$ cat config.mk
export PLATFORM = sky130hd
export DESIGN_NAME = freq_switch_ctrl
export DESIGN_NICKNAME = d
export VERILOG_FILES = /design/src/rtl/freq_ctrl_pkg.sv /design/src/rtl/rr_arbiter.sv /design/src/rtl/freq_switch_ctrl.sv
export SDC_FILE = /design/constraint.sdc
export NUM_CORES = 1
export LEC_CHECK = 0
export CAP_MARGIN = 10
export CORE_MARGIN = 3
export CORE_UTILIZATION = 50
export CTS_BUF_LIST = sky130_fd_sc_hd__clkbuf_8
export CTS_CLUSTER_SIZE = 16
export DETAILED_ROUTE_END_ITERATION = 8
export DONT_BUFFER_PORTS = 1
export PLACE_DENSITY = 0.76
export SLEW_MARGIN = 20
export SYNTH_ARGS = -nofsm -noshare
export SYNTH_HDL_FRONTEND = slang
export SYNTH_SLANG_ARGS = --single-unit
$ cat constraint.sdc
create_clock -name clk -period 2.3 [get_ports clk]
set_input_delay 0.345 -clock clk [delete_from_list [all_inputs] [get_ports clk]]
set_output_delay 0.345 -clock clk [all_outputs]
set_load 0.03 [all_outputs]
$ cat src/rtl/freq_ctrl_pkg.sv
// Shared types and helpers for the frequency-select switch controller.
package freq_ctrl_pkg;

  localparam int unsigned DEFAULT_WIDTH_SEL = 3;

  typedef enum logic [1:0] {
    ST_IDLE,
    ST_WAIT_EDGE,
    ST_SETTLE,
    ST_DONE
  } state_t;

  // Bits needed to hold values 0..value-1, never less than one bit.
  function automatic int unsigned clog2(input int unsigned value);
    int unsigned width;
    width = 1;
    while ((32'd1 << width) < value) width++;
    return width;
  endfunction

endpackage

$ cat src/rtl/rr_arbiter.sv
// Round-robin arbiter: one-hot grant among asserted requests, searching from
// one past the most recently granted requester.
module rr_arbiter
  import freq_ctrl_pkg::*;
#(
  parameter  int unsigned NUM_REQ = 2,
  localparam int unsigned ID_W    = clog2(NUM_REQ)
) (
  input  logic               clk,
  input  logic               rst,
  input  logic [NUM_REQ-1:0] req,
  input  logic               advance,
  output logic [NUM_REQ-1:0] grant,
  output logic [ID_W-1:0]    grant_id
);

  logic [ID_W-1:0] ptr;
  logic [ID_W-1:0] idx;
  logic            found;

  // Priority search starting one past the last granted requester.
  always_comb begin
    grant    = '0;
    grant_id = '0;
    found    = 1'b0;
    idx      = '0;
    for (int unsigned k = 1; k <= NUM_REQ; k++) begin
      idx = ID_W'((32'(ptr) + k) % NUM_REQ);
      if (!found && req[idx]) begin
        grant[idx] = 1'b1;
        grant_id   = idx;
        found      = 1'b1;
      end
    end
  end

  // Pointer remembers the last winner; reset value makes requester 0 first.
  always_ff @(posedge clk) begin
    if (rst) begin
      ptr <= ID_W'(NUM_REQ - 1);
    end else if (advance) begin
      ptr <= grant_id;
    end
  end

endmodule

$ cat src/rtl/freq_switch_ctrl.sv
// Shares the divider's fsel among requesters; applies a new select only on a
// fout falling edge, then waits a number of fout periods before reporting done.
module freq_switch_ctrl
  import freq_ctrl_pkg::*;
#(
  parameter  int unsigned          WIDTH_SEL      = DEFAULT_WIDTH_SEL,
  parameter  int unsigned          NUM_REQ        = 2,
  parameter  int unsigned          SETTLE_PERIODS = 2,
  parameter  int unsigned          TIMEOUT_CYCLES = 256,
  parameter  logic [WIDTH_SEL-1:0] RESET_FSEL     = '0,
  localparam int unsigned          ID_W           = clog2(NUM_REQ)
) (
  input  logic                         clk,
  input  logic                         RST,
  input  logic [NUM_REQ-1:0]           req_valid,
  input  logic [NUM_REQ*WIDTH_SEL-1:0] req_fsel,
  output logic [NUM_REQ-1:0]           req_ready,
  input  logic                         fout,
  output logic [WIDTH_SEL-1:0]         fsel_out,
  output logic                         busy,
  output logic                         done,
  output logic [ID_W-1:0]              done_id,
  output logic                         timeout
);

  localparam int unsigned CNT_W = clog2(TIMEOUT_CYCLES);
  localparam int unsigned PER_W = clog2(SETTLE_PERIODS + 1);
  localparam logic [CNT_W-1:0] CNT_LAST = CNT_W'(TIMEOUT_CYCLES - 1);
  localparam logic [PER_W-1:0] PER_LAST = PER_W'(SETTLE_PERIODS);

  state_t                 state, state_n;
  logic                   fout_q, fall, accept;
  logic [CNT_W-1:0]       cyc_cnt, cyc_cnt_n;
  logic [PER_W-1:0]       per_cnt, per_cnt_n, per_inc;
  logic [WIDTH_SEL-1:0]   code_q, code_n, fsel_n, sel_code;
  logic [ID_W-1:0]        id_q, id_n;
  logic                   to_flag, to_flag_n;
  logic [NUM_REQ-1:0]     grant;
  logic [ID_W-1:0]        grant_id;

  assign fall     = fout_q & ~fout;
  // Reset also masks the grant so nothing is accepted while RST is high.
  assign accept   = (state == ST_IDLE) && !RST && (|req_valid);
  assign sel_code = req_fsel[32'(grant_id) * WIDTH_SEL +: WIDTH_SEL];
  assign per_inc  = PER_W'(per_cnt + 1'b1);

  rr_arbiter #(
    .NUM_REQ (NUM_REQ)
  ) u_arb (
    .clk      (clk),
    .rst      (RST),
    .req      (req_valid),
    .advance  (accept),
    .grant    (grant),
    .grant_id (grant_id)
  );

  // Next-state, counter and select decisions.
  always_comb begin
    state_n   = state;
    cyc_cnt_n = cyc_cnt;
    per_cnt_n = per_cnt;
    code_n    = code_q;
    id_n      = id_q;
    fsel_n    = fsel_out;
    to_flag_n = to_flag;
    case (state)
      ST_IDLE: begin
        if (accept) begin
          code_n = sel_code;
          id_n   = grant_id;
          if (sel_code == fsel_out) begin
            state_n = ST_DONE;
          end else begin
            state_n   = ST_WAIT_EDGE;
            cyc_cnt_n = '0;
          end
        end
      end
      ST_WAIT_EDGE: begin
        if (fall || cyc_cnt == CNT_LAST) begin
          fsel_n    = code_q;
          to_flag_n = to_flag | ~fall;
          per_cnt_n = '0;
          cyc_cnt_n = '0;
          state_n   = ST_SETTLE;
        end else begin
          cyc_cnt_n = cyc_cnt + 1'b1;
        end
      end
      ST_SETTLE: begin
        if (fall) begin
          per_cnt_n = per_inc;
          cyc_cnt_n = '0;
          if (per_inc == PER_LAST) state_n = ST_DONE;
        end else if (cyc_cnt == CNT_LAST) begin
          to_flag_n = 1'b1;
          state_n   = ST_DONE;
        end else begin
          cyc_cnt_n = cyc_cnt + 1'b1;
        end
      end
      ST_DONE: begin
        to_flag_n = 1'b0;
        state_n   = ST_IDLE;
      end
      default: state_n = ST_IDLE;
    endcase
  end

  // State, counters, captured request and the select register.
  always_ff @(posedge clk) begin
    if (RST) begin
      state    <= ST_IDLE;
      fout_q   <= 1'b0;
      cyc_cnt  <= '0;
      per_cnt  <= '0;
      code_q   <= '0;
      id_q     <= '0;
      fsel_out <= RESET_FSEL;
      to_flag  <= 1'b0;
    end else begin
      state    <= state_n;
      fout_q   <= fout;
      cyc_cnt  <= cyc_cnt_n;
      per_cnt  <= per_cnt_n;
      code_q   <= code_n;
      id_q     <= id_n;
      fsel_out <= fsel_n;
      to_flag  <= to_flag_n;
    end
  end

  assign busy      = (state != ST_IDLE);
  assign done      = (state == ST_DONE);
  assign timeout   = done & to_flag;
  assign done_id   = id_q;
  assign req_ready = accept ? grant : '0;

endmodule

==> results by group, run 1 <==
Die
  • # rows: 17
  • Placeable core region: 2300 um^2
  • Initial cell density of the core: 54.2%
  • Vert. Die Dim: 55.9 um
  • Chip Width: 55.9 um
  • Overall die area: 3130 um^2
  • I/O pins: 20

Routing
  • DR vias: 1085
  • Aggregate routed wire length: 2.64 mm
  • DRC: 0
  • Via density: 6.03
  • Average wire length per cell after detail routing: 14.7 um
  • Antenna Nets Post-Route: 0
  • Initial DRT Pass Iterations: 4
  • Drt first-iter violations: 16

Placed design
  • # port buffers: 0
  • Detailed Place HPWL: 2.00 mm
  • Count of placed standard cells including taps: 176
  • Final weighted congestion in routability-driven placement: 0.856

Clocking
  • Worst-Skew Late Latency: 0.26 ns
  • Total CTS buffers: 3
  • Gates resized, CTS repair: 0
  • Number of hold-repair buffers added at the cts stage: 0
  • Clock Pin Slew Worst Setup and Hold Paths: 0.08 ns
  • TritonCTS clock tree: done
  • Root buf cell: clkbuf_8
  • Sink count of the clock tree: 22
  • H-tree Lvls: 1
  • Buffer depth of the longest clock path: 2
  • Number of buffers added for setup after CTS: 0

Layout
  • Area growth from synthesis to layout: 12.8%
  • Fraction of layout cells with a size suffix above 1: 15.8%
  • Net total in the final layout: 171
  • Diodes inserted: 0
  • Non-filler cells in the finished layout: 180

Global route
  • Global-route wire length before repair: 4.40 mm
  • Vias in the first global route: 1027
  • Grt ovf: 0
  • Global-route usage over all layers: 17.5%
  • Maximum number of pins on one net before global-route repair: 19
  • Antenna violations before repair: 0

Worst hold path
  • Hold Path Stages: 1
  • HP Class: input pin to flip-flop
  • Hold wc startpoint: RST
  • Hold path endpoint: fout_q

STA
  • Worst rel slew slack: 72.3%
  • Final clock skew: 0.00403 ns
  • Min Clock Period, post-route: 2.12 ns
  • Slew at the pin closest to its max-slew limit: 0.416 ns
  • Max-slew violation count: 0
  • Max Freq: 472 MHz
  • Final worst-path cycle share: 92.0%
  • Count of endpoints failing setup in the final report: 0
  • Number of endpoints with negative hold slack in the final report: 0
  • Sum of negative setup slack: 0 ns
  • Setup repair after global routing missed its margin: no

Critical path
  • Type of origin of the critical path: flip-flop
  • R2R Path End: cyc_cnt[7]
  • Reg2Reg Launch Point: cyc_cnt[0]
  • Depth of the worst register-to-register path: 7
  • Critical path's slowest cell: dfxtp_1
  • Required time at the worst-slack endpoint: 2.44 ns
  • Worst-path cell chain: ha_1 -> nand3_1 -> o31a_1 -> o211ai_4 -> nor2b_1 -> o311ai_2 -> o41ai_2
  • Worst-case register-to-register setup slack: 0.18 ns
  • CP endpoint kind: flip-flop
  • Critical setup path kind: flip-flop to flip-flop
  • Worst setup path startpoint: cyc_cnt[0]
  • Critical path fanouts, max: 8
  • Delay of the slowest critical-path stage: 0.40 ns
  • Worst path arrival time: 2.25 ns

Run
  • Max Cap Violations: 0

Power and ir drop
  • Sw frac: 38.8%
  • Peak ir drop on the vdd network: 0.571 mV
  • Power density over cell area: 899 nW/um^2
  • Part of the total power dissipated in sequential elements: 38.4%
  • Clock network power share: 21.5%
  • Static power due to leakage: 0.544 nW
  • Part of the total power dissipated in combinational logic: 40.1%
  • Power spent charging and discharging nets: 0.490 mW
  • Power Internal: 0.772 mW

Synthesis
  • Number of nets in the synthesized netlist: 162
  • Part of the Yosys area used for sequential elements: 35.3%
  • Count of unique library cells instantiated by Yosys: 34
  • Number of cells produced by synthesis: 144
  • Synthesis warning total: 0
  • Mean post-synth cell area: 8.65 um^2
  • #FFs+latches synth: 22
  • Cell area after synthesis: 1250 um^2

Outcome
  • Status: completed
per-stage QoR:
stage | hold slack, ns | power (mW) | setup slack (ns) | area, um^2 | utilization (%)
floorplan | 0.425 | 0.832 | 0.314 | 1250 | -
global placement | 0.417 | 0.940 | 0.214 | 1330 | 57.7
detailed placement | 0.420 | 0.963 | 0.110 | 1330 | 57.7
CTS | 0.134 | 1.24 | 0.0872 | 1380 | 60.1
global route | 0.131 | 1.35 | 0.000340 | 1410 | 61.2
finish | 0.143 | 1.26 | 0.183 | 1410 | 61.2
sequential cells by signal, indices dropped and copies added (netlist names):
| name | count |
|---|---|
| per_cnt | 2 |
| done_id | 1 |
| code_q | 3 |
| cyc_cnt | 8 |
| fout_q | 1 |
| state | 2 |
| u_arb.ptr | 1 |
| to_flag | 1 |
| fsel_out | 3 |
cells in the final DEF, fill, tap and decap left out, types with 2 or more instances in the layout:
master,count
and3_1,3
nand2b_1,3
nor3_1,3
nor2b_1,4
a22oi_1,2
clkbuf_8,4
inv_1,8
and2_1,2
o311ai_0,3
o41ai_2,3
nand3_1,6
ha_1,7
a31oi_1,2
buf_4,10
dfxtp_1,22
a211oi_1,3
a21oi_1,8
o311ai_1,2
nand2_1,14
mux2i_1,3
or4_1,2
nor2_1,11
o21ai_0,10
xnor2_1,4
how the worst max path moves through the flow:
stage | to | slack [ns] | cells past startpoint
2_1_floorplan | cyc_cnt[7] | 0.31 | 7
3_3_place_gp | cyc_cnt[7] | 0.21 | 7
5_1_grt | cyc_cnt[7] | 0.0003 | 7
3_5_place_dp | cyc_cnt[7] | 0.11 | 7
6_report | cyc_cnt[7] | 0.18 | 7
4_1_cts | cyc_cnt[7] | 0.09 | 7
cell usage after synthesis:
cell type	count	area, um^2
nand2_1	15	56.3
a22oi_1	2	15.0
nor2_1	11	41.3
inv_1	8	30.0
o31ai_2	1	12.5
and2_1	2	12.5
mux2i_1	3	30.0
or3_1	1	6.26
nor3_1	3	15.0
a21oi_1	8	40.0
nand3_1	6	30.0
o21bai_1	1	7.51
nor2b_1	4	25.0
a21boi_4	1	18.8
clkbuf_1	5	18.8
o211ai_2	1	12.5
a21o_1	1	7.51
and3_1	3	18.8
o211ai_1	1	7.51
o21ai_0	10	50.1
o31ai_1	1	7.51
o311ai_0	6	52.6
dfxtp_1	22	440
buf_6	1	11.3
ha_1	7	87.6
a311oi_1	1	8.76
o31a_1	1	8.76
a31oi_1	2	12.5
or4_1	2	15.0
o41ai_2	3	48.8
nor4_4	1	21.3
xnor2_1	4	35.0
nand2b_1	3	18.8
a211oi_1	3	22.5
power groups by stage:
| stage | registers (mW) | logic (mW) | clock network (mW) |
|---|---|---|---|
| floorplan | 0.481 | 0.351 | 0 |
| global placement | 0.488 | 0.452 | 0 |
| detailed placement | 0.493 | 0.470 | 0 |
| CTS | 0.484 | 0.473 | 0.285 |
| global route | 0.491 | 0.552 | 0.304 |
| finish | 0.484 | 0.507 | 0.272 |
layout make-up:
type / instances / area (um^2)
flip-flops and latches: 22 / 440
clock buffers: 4 / 55.1
inverters: 8 / 30.0
well taps: 28 / 35.0
repair buffers: 10 / 75.1
fillers: 207 / 892
multi-input cells: 108 / 769
cell families (layout without fill, tap and decap cells):
family,count (synthesis),count (layout),share of synthesized area [%]
mux,3,3,2.41
xor+xnor,4,4,2.81
compound gates,43,43,26.7
fa+ha+maj,7,7,7.03
simple gates,51,51,20.9
flops,22,22,35.3
buf+inv,14,22,4.82
per-layer routing:
layer / part of all wire (%) / vias to the layer above / track usage (%)
li1: - / 538 / -
met1: 44 / 511 / 20.7
met2: 49 / 32 / 31.3
met3: 4.9 / 4 / 3.48
met4: 1.5 / 0 / 6.44
met5: 0 / - / 0
critical path, delay by kind of cell (launching register included):
| family | cells | cell delay [ns] |
|---|---|---|
| AO/OA/AOI/OAI | 4 | 1.08 |
| flip-flops | 1 | 0.40 |
| AND/OR/NAND/NOR | 2 | 0.29 |
| adder cells (fa/ha/maj) | 1 | 0.23 |
(Power assumes the default switching activity.)
==> run 2: changes to the inputs <==
--- a/config.mk
+++ b/config.mk
@@ -12,7 +12,9 @@
 export CTS_CLUSTER_SIZE = 16
 export DETAILED_ROUTE_END_ITERATION = 8
 export DONT_BUFFER_PORTS = 1
+export GPL_TIMING_DRIVEN = 0
 export PLACE_DENSITY = 0.76
+export REMOVE_ABC_BUFFERS = 1
 export SLEW_MARGIN = 20
 export SYNTH_ARGS = -nofsm -noshare
 export SYNTH_HDL_FRONTEND = slang
==> run 2 against run 1 <==
Effect of this change:
- critical path depth did not move
- sequential power barely moved
- via count fell by 3.6%
- combinational power fell by 10%
- clock power rose by 4%
- sequential share of layout area rose by 1.5 points
- non-clock buffer count fell by 10
- critical endpoint is now cyc_cnt[2]
- critical path type unchanged
- sequential cell count did not move
- register-to-register slack got worse by 0.05 ns
- power fell by 3.3%
- largest cell class unchanged
==> results by group, run 2 (synthesis gave the netlist of run 1 again) <==
Outcome
  • Status: completed

Critical path
  • Worst-path cell chain: ha_1 -> nand3_2 -> o31a_1 -> o211ai_4 -> nor2_1 -> o311ai_0 -> o41ai_2
  • Critical setup path kind: flip-flop to flip-flop
  • Crit path buffers/inverters: 0
  • CP endpoint kind: flip-flop
  • Delay-heaviest family, CP: compound AO/OA/AOI/OAI gates
  • Type of origin of the critical path: flip-flop
  • Depth of the worst register-to-register path: 7
  • Critical path's slowest cell: dfxtp_1
  • Logic depth of the worst path, buffers included: 7
  • Worst path arrival time: 2.30 ns
  • Required time at the worst-slack endpoint: 2.44 ns
  • Critical path fanouts, max: 8
  • Delay of the slowest critical-path stage: 0.40 ns

STA
  • Final clock skew: 0.00103 ns
  • Final worst-path cycle share: 94.2%
  • Max-slew violation count: 0
  • Worst Hold Margin: 0.136 ns
  • Number of endpoints with negative hold slack in the final report: 0
  • Min Clock Period, post-route: 2.17 ns
  • Worst rel slew slack: 65.3%
  • Sum of negative setup slack: 0 ns
  • Count of endpoints failing setup in the final report: 0
  • Max Freq: 462 MHz
  • Setup repair after global routing missed its margin: no
  • Slew at the pin closest to its max-slew limit: 0.517 ns

Routing
  • Average wire length per cell after detail routing: 15.7 um
  • Aggregate routed wire length: 2.66 mm
  • DR vias: 1046
  • Antenna Nets Post-Route: 0
  • Via density: 6.15
  • Initial DRT Pass Iterations: 4
  • Drt first-iter violations: 19
  • DRC: 0

Clocking
  • Worst-Skew Late Latency: 0.27 ns
  • Number of hold-repair buffers added at the cts stage: 0
  • H-tree Lvls: 1
  • Sink count of the clock tree: 22
  • Clock Pin Slew Worst Setup and Hold Paths: 0.08 ns
  • Total CTS buffers: 3
  • Root buf cell: clkbuf_8
  • Buffer depth of the longest clock path: 2
  • Number of buffers added for setup after CTS: 0
  • TritonCTS clock tree: done

Layout
  • Area growth from synthesis to layout: 7.73%
  • Commonest non-fill, non-tap cell in the layout: dfxtp_1
  • Non-filler cells in the finished layout: 170
  • Design area: 1340 um^2
  • Multi-input combinational cell area: 782 um^2
  • Top reg by flops: cyc_cnt
  • Flip-flop and latch area: 440 um^2
  • Total of fill cells in the finished design: 204
  • Net total in the final layout: 161
  • Largest regs: cyc_cnt: 8 flops, code_q: 3 flops, fsel_out: 3 flops
  • Fraction of layout cells with a size suffix above 1: 13.4%
  • Largest register FFs: 8
  • Diodes inserted: 0
  • Commonest cells after routing, fill and taps aside: dfxtp_1 (22), nand2_1 (14), o21ai_0 (10), nor2_1 (10)

Global route
  • Global-route usage over all layers: 17.8%
  • Global-route wire length before repair: 4.51 mm
  • Grt ovf: 0
  • Vias in the first global route: 1054
  • Antenna violations before repair: 0
  • Maximum number of pins on one net before global-route repair: 19

Run
  • Max Cap Violations: 0

Placed design
  • # port buffers: 0
  • Post-placement cell area: 1250 um^2
  • Count of placed standard cells including taps: 166
  • Final weighted congestion in routability-driven placement: 0.796
  • Detailed Place HPWL: 1.95 mm

Die
  • I/O pins: 20
  • Overall die area: 3130 um^2
  • # rows: 17
  • Placeable core region: 2300 um^2
  • Initial cell density of the core: 54.2%
  • Vert. Die Dim: 55.9 um
  • Chip Width: 55.9 um

Worst hold path
  • Hold Path Stages: 1
  • HP Class: input pin to flip-flop

Power and ir drop
  • Total power after layout: 1.22 mW
  • Clock network power share: 23.2%
  • Part of the total power dissipated in combinational logic: 37.2%
  • Power spent charging and discharging nets: 0.481 mW
  • Static power due to leakage: 0.493 nW
  • Peak ir drop on the vdd network: 0.524 mV
  • Part of the total power dissipated in sequential elements: 39.7%
  • Power density over cell area: 910 nW/um^2
  • Sw frac: 39.4%
  • Power Internal: 0.740 mW
run 2: timing repair:
action                                  in CTS  in global routing
endpoints found under the setup margin       1                 14
cloned                                       0                  0
resized for setup                            1                 10
run 2: metrics by stage:
stage          setup slack (ns)  utilization [%]
2_1_floorplan             0.314                -
3_3_place_gp             0.0860             54.5
3_5_place_dp            -0.0155             54.5
4_1_cts                 0.00211             57.1
5_1_grt                 0.00544             58.4
6_report                  0.134             58.4
run 2: metal layers:
| layer | part of all wire, % | track usage (%) | routed length (um) | vias up |
|---|---|---|---|---|
| li1 | - | - | - | 518 |
| met1 | 43 | 20.8 | 1150 | 505 |
| met2 | 52 | 29.4 | 1380 | 17 |
| met3 | 3.5 | 6.03 | 94 | 6 |
| met4 | 1.4 | 8.14 | 37 | 0 |
| met5 | 0 | 0 | 0 | - |
run 2: worst reg2reg max path: cells and delay by family, from the launching register on:
kind,cells,cell delay (ns)
flip-flops,1,0.40
adder cells (fa/ha/maj),1,0.25
AO/OA/AOI/OAI,4,1.16
AND/OR/NAND/NOR,2,0.23
run 2: power groups by stage:
stage | Clock, mW | Combinational (mW) | Sequential, mW
4_1_cts | 0.287 | 0.422 | 0.484
3_3_place_gp | 0 | 0.397 | 0.489
5_1_grt | 0.302 | 0.510 | 0.490
2_1_floorplan | 0 | 0.338 | 0.481
6_report | 0.283 | 0.454 | 0.485
3_5_place_dp | 0 | 0.414 | 0.493
run 2: path summary, 6_finish.rpt:
path	to	slack, ns	from
worst max-delay path	cyc_cnt[2]	0.13	cyc_cnt[0]
worst min-delay path	cyc_cnt[1]	0.14	RST
worst max register to register	cyc_cnt[2]	0.13	cyc_cnt[0]
worst min register to register	fsel_out[0]	0.46	code_q[0]
run 2: area by class of cell:
| cell class | instances | share of cell area, % |
|---|---|---|
| Clock buffer | 4 | 4.10 |
| Inverter | 8 | 2.24 |
| Multi-Input combinational cell | 108 | 58.2 |
| Sequential cell | 22 | 32.8 |
| Tap cell | 28 | 2.61 |
